==> src/rtl/evb_fsm.sv <==
// rtl/evb_fsm.sv - evaluate-block controller: b polynomial evaluation passes over the data buffer
// Optional overflow flagging (status = 2) when EVB_OVERFLOW_DETECT_EN is defined.
module evb_fsm #(
  parameter int buffer_size = 1024,
  localparam int AW = $clog2(buffer_size)
) (
  input  logic          clk,
  input  logic          rst,
  input  logic          rst_instr,
  input  logic          start_evb,
  input  logic [2:0]    A,
  input  logic [4:0]    b,
  input  logic [15:0]   x_b,
  input  logic [15:0]   c_i,
  input  logic [4:0]    N,
  input  logic [AW-1:0] rd_addr_data,
  output logic          done_evp,
  output logic          done_evb,
  output logic          en_rd_data,
  output logic          en_rd_S,
  output logic          en_rd_N,
  output logic [AW-1:0] rd_addr_data_updated,
  output logic [6:0]    rd_addr_S,
  output logic [2:0]    rd_addr_N,
  output logic [31:0]   result,
  output logic [31:0]   status
);

  typedef enum logic [2:0] {
    E_START, E_FIRST, E_EN, E_WAIT, E_DONE, E_CHECK, E_END
  } evb_state_t;

  typedef enum logic [3:0] {
    P_START, P_RD_N, P_CHECK_N, P_RD_DATA, P_SUM, P_NEXT_C, P_EXP, P_OUTPUT, P_END
  } evp_state_t;

  evb_state_t evb_state;
  evp_state_t evp_state;

  logic [2:0]  a_q;
  logic [4:0]  b_q;
  logic [4:0]  k;
  logic [4:0]  n_q;
  logic [3:0]  i;
  logic [15:0] x_q;
  logic [15:0] c_q;
  logic [31:0] pow;
  logic [31:0] acc;
  logic [31:0] acc_next;
  logic [31:0] pow_next;
  logic [6:0]  s_base;
  logic [AW-1:0] addr_next;

  assign s_base    = {4'd0, a_q} * 7'd11;
  assign addr_next = (rd_addr_data == AW'(buffer_size - 1)) ? '0 : rd_addr_data + AW'(1);

`ifdef EVB_OVERFLOW_DETECT_EN
  logic        ovf;
  logic [63:0] term_full;
  logic [63:0] pow_full;
  logic [32:0] sum_full;
  logic        ovf_sum;
  logic        ovf_pow;

  assign term_full = {32'd0, pow} * {48'd0, c_q};
  assign pow_full  = {32'd0, pow} * {48'd0, x_q};
  assign sum_full  = {1'b0, acc} + {1'b0, term_full[31:0]};
  assign ovf_sum   = (term_full[63:32] != 32'd0) || sum_full[32];
  assign ovf_pow   = pow_full[63:32] != 32'd0;
  assign acc_next  = sum_full[31:0];
  assign pow_next  = pow_full[31:0];
`else
  assign acc_next  = acc + {16'd0, c_q} * pow;
  assign pow_next  = pow * {16'd0, x_q};
`endif

  always_ff @(posedge clk or posedge rst) begin
    if (rst) begin
      evb_state            <= E_START;
      evp_state            <= P_START;
      done_evp             <= 1'b0;
      done_evb             <= 1'b0;
      en_rd_data           <= 1'b0;
      en_rd_S              <= 1'b0;
      en_rd_N              <= 1'b0;
      rd_addr_data_updated <= '0;
      rd_addr_S            <= '0;
      rd_addr_N            <= '0;
      result               <= '0;
      status               <= '0;
      a_q                  <= '0;
      b_q                  <= '0;
      k                    <= '0;
      n_q                  <= '0;
      i                    <= '0;
      x_q                  <= '0;
      c_q                  <= '0;
      pow                  <= '0;
      acc                  <= '0;
`ifdef EVB_OVERFLOW_DETECT_EN
      ovf                  <= 1'b0;
`endif
    end else if (!rst_instr) begin
      // Instruction reset aborts the block; datapath registers are reloaded before use.
      evb_state            <= E_START;
      evp_state            <= P_START;
      done_evp             <= 1'b0;
      done_evb             <= 1'b0;
      en_rd_data           <= 1'b0;
      en_rd_S              <= 1'b0;
      en_rd_N              <= 1'b0;
      rd_addr_data_updated <= '0;
      rd_addr_S            <= '0;
      rd_addr_N            <= '0;
      result               <= '0;
      status               <= '0;
    end else begin
      case (evb_state)
        E_START: begin
          if (start_evb) begin
            a_q <= A;
            b_q <= b;
            if (b == 5'd0) begin
              evb_state <= E_END;
              done_evb  <= 1'b1;
            end else begin
              evb_state <= E_FIRST;
            end
          end
        end
        E_FIRST: begin
          k         <= '0;
          evb_state <= E_WAIT;
        end
        E_EN: evb_state <= E_WAIT;
        E_WAIT: begin
          if (evp_state == P_END) begin
            evb_state <= E_DONE;
            done_evp  <= 1'b1;
          end
        end
        E_DONE: begin
          done_evp  <= 1'b0;
          k         <= k + 5'd1;
          evb_state <= E_CHECK;
        end
        E_CHECK: begin
          if (k == b_q) begin
            evb_state <= E_END;
            done_evb  <= 1'b1;
          end else begin
            evb_state <= E_EN;
          end
        end
        E_END: begin
          done_evb  <= 1'b0;
          evb_state <= E_START;
        end
        default: evb_state <= E_START;
      endcase

      // The EVP START cycle coincides with the EVB enable cycle.
      case (evp_state)
        P_START: begin
          if (evb_state == E_FIRST || evb_state == E_EN) begin
            evp_state <= P_RD_N;
            en_rd_N   <= 1'b1;
            rd_addr_N <= a_q;
          end
        end
        P_RD_N: begin
          n_q       <= N;
          en_rd_N   <= 1'b0;
          evp_state <= P_CHECK_N;
        end
        P_CHECK_N: begin
          if (n_q > 5'd10) begin
            evp_state <= P_OUTPUT;
          end else begin
            evp_state  <= P_RD_DATA;
            en_rd_data <= 1'b1;
            en_rd_S    <= 1'b1;
            rd_addr_S  <= s_base;
            i          <= '0;
          end
        end
        P_RD_DATA: begin
          x_q                  <= x_b;
          c_q                  <= c_i;
          pow                  <= 32'd1;
          acc                  <= '0;
          en_rd_data           <= 1'b0;
          en_rd_S              <= 1'b0;
          rd_addr_data_updated <= addr_next;
`ifdef EVB_OVERFLOW_DETECT_EN
          ovf                  <= 1'b0;
`endif
          evp_state            <= P_SUM;
        end
        P_SUM: begin
          acc <= acc_next;
`ifdef EVB_OVERFLOW_DETECT_EN
          if (ovf_sum) ovf <= 1'b1;
`endif
          if ({1'b0, i} == n_q) begin
            evp_state <= P_OUTPUT;
          end else begin
            evp_state <= P_NEXT_C;
            i         <= i + 4'd1;
            en_rd_S   <= 1'b1;
            rd_addr_S <= s_base + {3'd0, i} + 7'd1;
          end
        end
        P_NEXT_C: begin
          c_q       <= c_i;
          en_rd_S   <= 1'b0;
          evp_state <= P_EXP;
        end
        P_EXP: begin
          pow <= pow_next;
`ifdef EVB_OVERFLOW_DETECT_EN
          if (ovf_pow) ovf <= 1'b1;
`endif
          evp_state <= P_SUM;
        end
        P_OUTPUT: begin
          if (n_q > 5'd10) begin
            result <= '0;
            status <= 32'd1;
          end else begin
            result <= acc;
`ifdef EVB_OVERFLOW_DETECT_EN
            status <= ovf ? 32'd2 : 32'd0;
`else
            status <= 32'd0;
`endif
          end
          evp_state <= P_END;
        end
        P_END: evp_state <= P_START;
        default: evp_state <= P_START;
      endcase
    end
  end

endmodule

==> config.mk <==
export PLATFORM = sky130hd
export DESIGN_NAME = evb_fsm
export DESIGN_NICKNAME = d
export VERILOG_FILES = /design/src/rtl/evb_fsm.sv
export SDC_FILE = /design/constraint.sdc
export NUM_CORES = 2
export LEC_CHECK = 0
export BUFFER_PORTS_ARGS = -buffer_cell sky130_fd_sc_hd__buf_2
export CAP_MARGIN = 0
export CELL_PAD_IN_SITES_DETAIL_PLACEMENT = 1
export CELL_PAD_IN_SITES_GLOBAL_PLACEMENT = 2
export CORE_UTILIZATION = 41
export DETAILED_ROUTE_END_ITERATION = 8
export PLACE_DENSITY_LB_ADDON = 0.1
export SYNTH_ARGS = -nofsm -noshare
export SYNTH_HDL_FRONTEND = slang
export SYNTH_SLANG_ARGS = --single-unit
==> constraint.sdc <==
create_clock -name clk -period 7.01 [get_ports clk]
set_input_delay 0.701 -clock clk [delete_from_list [all_inputs] [get_ports clk]]
set_output_delay 0.701 -clock clk [all_outputs]
set_load 0.02 [all_outputs]
==> summary.log <==
INFO  synthesis      yosys-top-cells-area=sky130_fd_sc_hd__fa_1, sky130_fd_sc_hd__dfrtp_1, sky130_fd_sc_hd__inv_1, sky130_fd_sc_hd__nand2_1, sky130_fd_sc_hd__and2_1
INFO  synthesis      synth_seq_cells=183
INFO  layout         area_delta_synth_final=8.085%
INFO  detailed_routing post-route-drc-count=0
INFO  run            cap_violations=0
INFO  placement      dp.final_hpwl=75,620um
INFO  layout         count_of_non_filler_cells_in_the_finished_layout=4,616
INFO  clock_network  clock_tree_from_tritoncts=done
INFO  power          power.ir.vdd_worst=0.2396mV
INFO  synthesis      synthDominantCellAreaShare=40.13%
INFO  power          power.leakage=0.01717uW
INFO  clock_network  clock_root_buffer=sky130_fd_sc_hd__clkbuf_16
INFO  floorplanning  die_h=281.0um
INFO  clock_network  h_tree_levels=4
INFO  worst_setup_path critPathLaunchType=register
INFO  clock_network  cts_hold_repair.buffers=0
INFO  status         outcome=complete, no violations
INFO  detailed_routing detailroute.wirelength.met2=48,150um
INFO  synthesis      post-synth-top-area-cell=sky130_fd_sc_hd__fa_1
INFO  grt            grt_pass1_wl=152,900um
INFO  detailed_routing route.detailed.wl_per_inst=20.44um
INFO  clock_network  clock-sinks=183
INFO  worst_setup_path path_max_fanout=19
INFO  grt            grt_start_max_net_pins=120
INFO  timing         setup_viol=0
INFO  clock_network  post-cts-setup-buffer-count=0
INFO  detailed_routing dr_total_vias=23,430
INFO  placement      port_buffers=116
INFO  synthesis      synth_area_per_cell=9.052um2
INFO  timing         finalCritPeriodShare=95.97%
INFO  placement      place.gp.congestion=0.8491
INFO  grt            grtUsageTotal=25.53%
INFO  synthesis      synth-seq-area-share=14.34%
INFO  power          design_power_total=5947uW
INFO  synthesis      syn-cell-area=31,930um2
INFO  timing         unrepaired_setup_endpoints_after_global_routing=false
INFO  synthesis      synth-async-reset-ratio=100.0%
INFO  grt            antenna_found_initial=3
INFO  floorplanning  floorplan.die.width=281.0um
INFO  detailed_routing route.detailed.vias_per_inst=5.076
INFO  clock_network  ctsLongestPathBuffers=2
INFO  layout         layout_commonest_cell=sky130_fd_sc_hd__inv_1
INFO  worst_setup_path cp_data_arrival_time=7.13ns
INFO  detailed_routing drt-met1-wl=40,450um
INFO  timing         hold_violations=0
INFO  clock_network  cts_buffers=17
INFO  worst_setup_path critical_path_required=7.41ns
INFO  layout         fillerInstances=8,916
INFO  floorplanning  rows=101
INFO  worst_setup_path criticalPathCategory=reg2reg
INFO  timing         post-route-min-period=6.728ns
INFO  hold_path      hold_class=in2reg
INFO  timing         worstMarginPinSlew=1.264ns
INFO  timing         timing.slew.headroom=15.75%
INFO  detailed_routing top_signal_layer_used=met4
INFO  grt            vias_in_the_first_global_route=27,260
INFO  clock_network  insertion_delay=0.52ns
INFO  floorplanning  fp.dieArea=78,990um2
INFO  layout         register_area=4592um2
INFO  timing         timing.setup.tns=0ns
INFO  detailed_routing first_iter_violations=846
INFO  layout         multiInputGateArea=23,460um2
INFO  timing         achievable-frequency=0.1486GHz
INFO  layout         final_core_util=45.13%
INFO  synthesis      post_synth_edffs=0
INFO  synthesis      synth_cells=3,527
INFO  synthesis      ys_warn_count=0
INFO  worst_setup_path cp-end-kind=register
INFO  placement      placed_cells_incl_taps=4,583
INFO  synthesis      synth.lib_cells_used.distinct=63
INFO  synthesis      ys.flop_type=sky130_fd_sc_hd__dfrtp_1
INFO  power          power_per_cell_area=172.3nW/um2
INFO  layout         layout.cells.most_common_list=sky130_fd_sc_hd__inv_1, sky130_fd_sc_hd__fa_1, sky130_fd_sc_hd__nand2_1
INFO  floorplanning  floorplan.initialDensity=41.76%
INFO  grt            gr-total-overflow=0
INFO  detailed_routing final_antenna_net_count=0
INFO  timing         final.setup_skew=0.02231ns
INFO  detailed_routing detail_route.wirelength=94,340um
INFO  layout         layout.nets=4,417
INFO  clock_network  cts_clk_pin_slew_worst_paths=0.09ns
INFO  timing         timing_max_transition_violations_final=0
INFO  detailed_routing drtPass1Iterations=5
INFO  layout         drive_above_1_share=9.038%
INFO  detailed_routing met3_wirelength=2618um
INFO  floorplanning  core_area=76,450um2
INFO  floorplanning  io-pin-count=148
power by group:
part / leakage (uW) / switching, uW / internal [uW]
logic: 0.0144 / 1650 / 1090
clock network: 0.000297 / 578 / 515
registers: 0.00246 / 828 / 1290
total: 0.0172 / 3060 / 2890
final cells by class:
cell class                 instances  area share (%)
multi-input combinational       2335           67.98
sequential                       183           13.31
inverter                         818           8.920
timing repair buffer             217           4.279
tap                             1030           3.735
clock buffer                      18           1.244
clock inverter                    14          0.5258
antenna                            1        0.007252
through the flow:
step                hold slack, ns  setup WS, ns  cell area [um2]
floorplan                   0.4715        0.9780            32040
global placement            0.4580        0.1818            33880
detailed placement          0.4745       -0.1067            33880
CTS                         0.3827       0.04883            34490
global route                0.3975       0.01248            34500
finish                      0.4033        0.2822            34510
cell families (layout without fill, tap and decap cells):
group           Yosys count  after routing  share of synthesized area (%)
compound gates          315            315                          6.776
xor+xnor                137            137                          3.758
fa+ha+maj               786            786                          45.85
buf+inv                1039           1067                          12.58
flops                   183            183                          14.34
mux                      51             51                          1.779
other cells               1             32                        0.01175
simple gates           1015           1015                          14.89
worst max-delay path, stage by stage (launching register included):
cell                       delay [ns]
sky130_fd_sc_hd__dfrtp_1         0.95
sky130_fd_sc_hd__nand2_1         0.18
sky130_fd_sc_hd__fa_1            0.55
sky130_fd_sc_hd__inv_1           0.05
sky130_fd_sc_hd__fa_1            0.48
sky130_fd_sc_hd__fa_1            0.60
sky130_fd_sc_hd__fa_1            0.46
sky130_fd_sc_hd__fa_1            0.50
sky130_fd_sc_hd__inv_1           0.05
sky130_fd_sc_hd__fa_1            0.47
sky130_fd_sc_hd__inv_1           0.04
sky130_fd_sc_hd__ha_1            0.34
sky130_fd_sc_hd__a21oi_1         0.26
sky130_fd_sc_hd__o22ai_1         0.15
sky130_fd_sc_hd__a21o_1          0.18
sky130_fd_sc_hd__a21o_1          0.19
sky130_fd_sc_hd__a21o_1          0.22
sky130_fd_sc_hd__a311oi_1        0.45
sky130_fd_sc_hd__o41ai_2         0.16
sky130_fd_sc_hd__xnor2_1         0.15
sky130_fd_sc_hd__a22o_1          0.18
flip-flops by register name (all words and copies together), names as in the netlist, 4 cells and up:
register	count
k	5
evp_state	4
c_q	16
rd_addr_data_updated	10
rd_addr_S	7
n_q	5
result	32
x_q	16
i	4
b_q	5
pow	32
acc	32
cells in the mapped netlist, drive strengths merged (7+ instances only):
master,n
a31oi,7
buf,34
nor2,47
inv,818
nor2b,14
nand2,577
o22ai,7
xnor2,92
nand3,21
xor2,45
a21oi,66
a21o,21
and2,295
a22o,62
nand2b,11
dfrtp,183
o21ai,84
mux2,46
ha,146
fa,640
and3,8
o31ai,8
o21a,11
clkbuf,187
nor3,18
routing by layer:
metal | GRT usage, % | vias up
met5 | 0 | -
met4 | 8.757 | 0
met3 | 2.943 | 123
met2 | 44.41 | 358
met1 | 32.78 | 12550
li1 | - | 10400
path summary, 6_finish.rpt:
kind                                                       endpoint  cells after the start                                start  slack [ns]
worst min register to register  rd_addr_data_updated[2]$_DFFE_PP0N_                      2  rd_addr_data_updated[2]$_DFFE_PP0N_        0.49
worst max register to register                  pow[31]$_DFFE_PP0P_                     20                   x_q[8]$_DFFE_PP0P_        0.28
max in group asynchronous       rd_addr_data_updated[1]$_DFFE_PP0N_                      3                                  rst        5.12
worst max-delay path                            pow[31]$_DFFE_PP0P_                     20                   x_q[8]$_DFFE_PP0P_        0.28
min in group asynchronous                    result[18]$_DFFE_PP0P_                      2                                  rst        0.41
worst min-delay path                             a_q[2]$_DFFE_PP0P_                      2                                 A[2]        0.40
what timing repair did:
action / CTS / global route
endpoints found under the hold margin: 0 / 0
endpoints found under the setup margin: 4 / 8
resized for setup: 1 / 10
pin swaps: 0 / 0
Power figures use the tool's default switching activity.
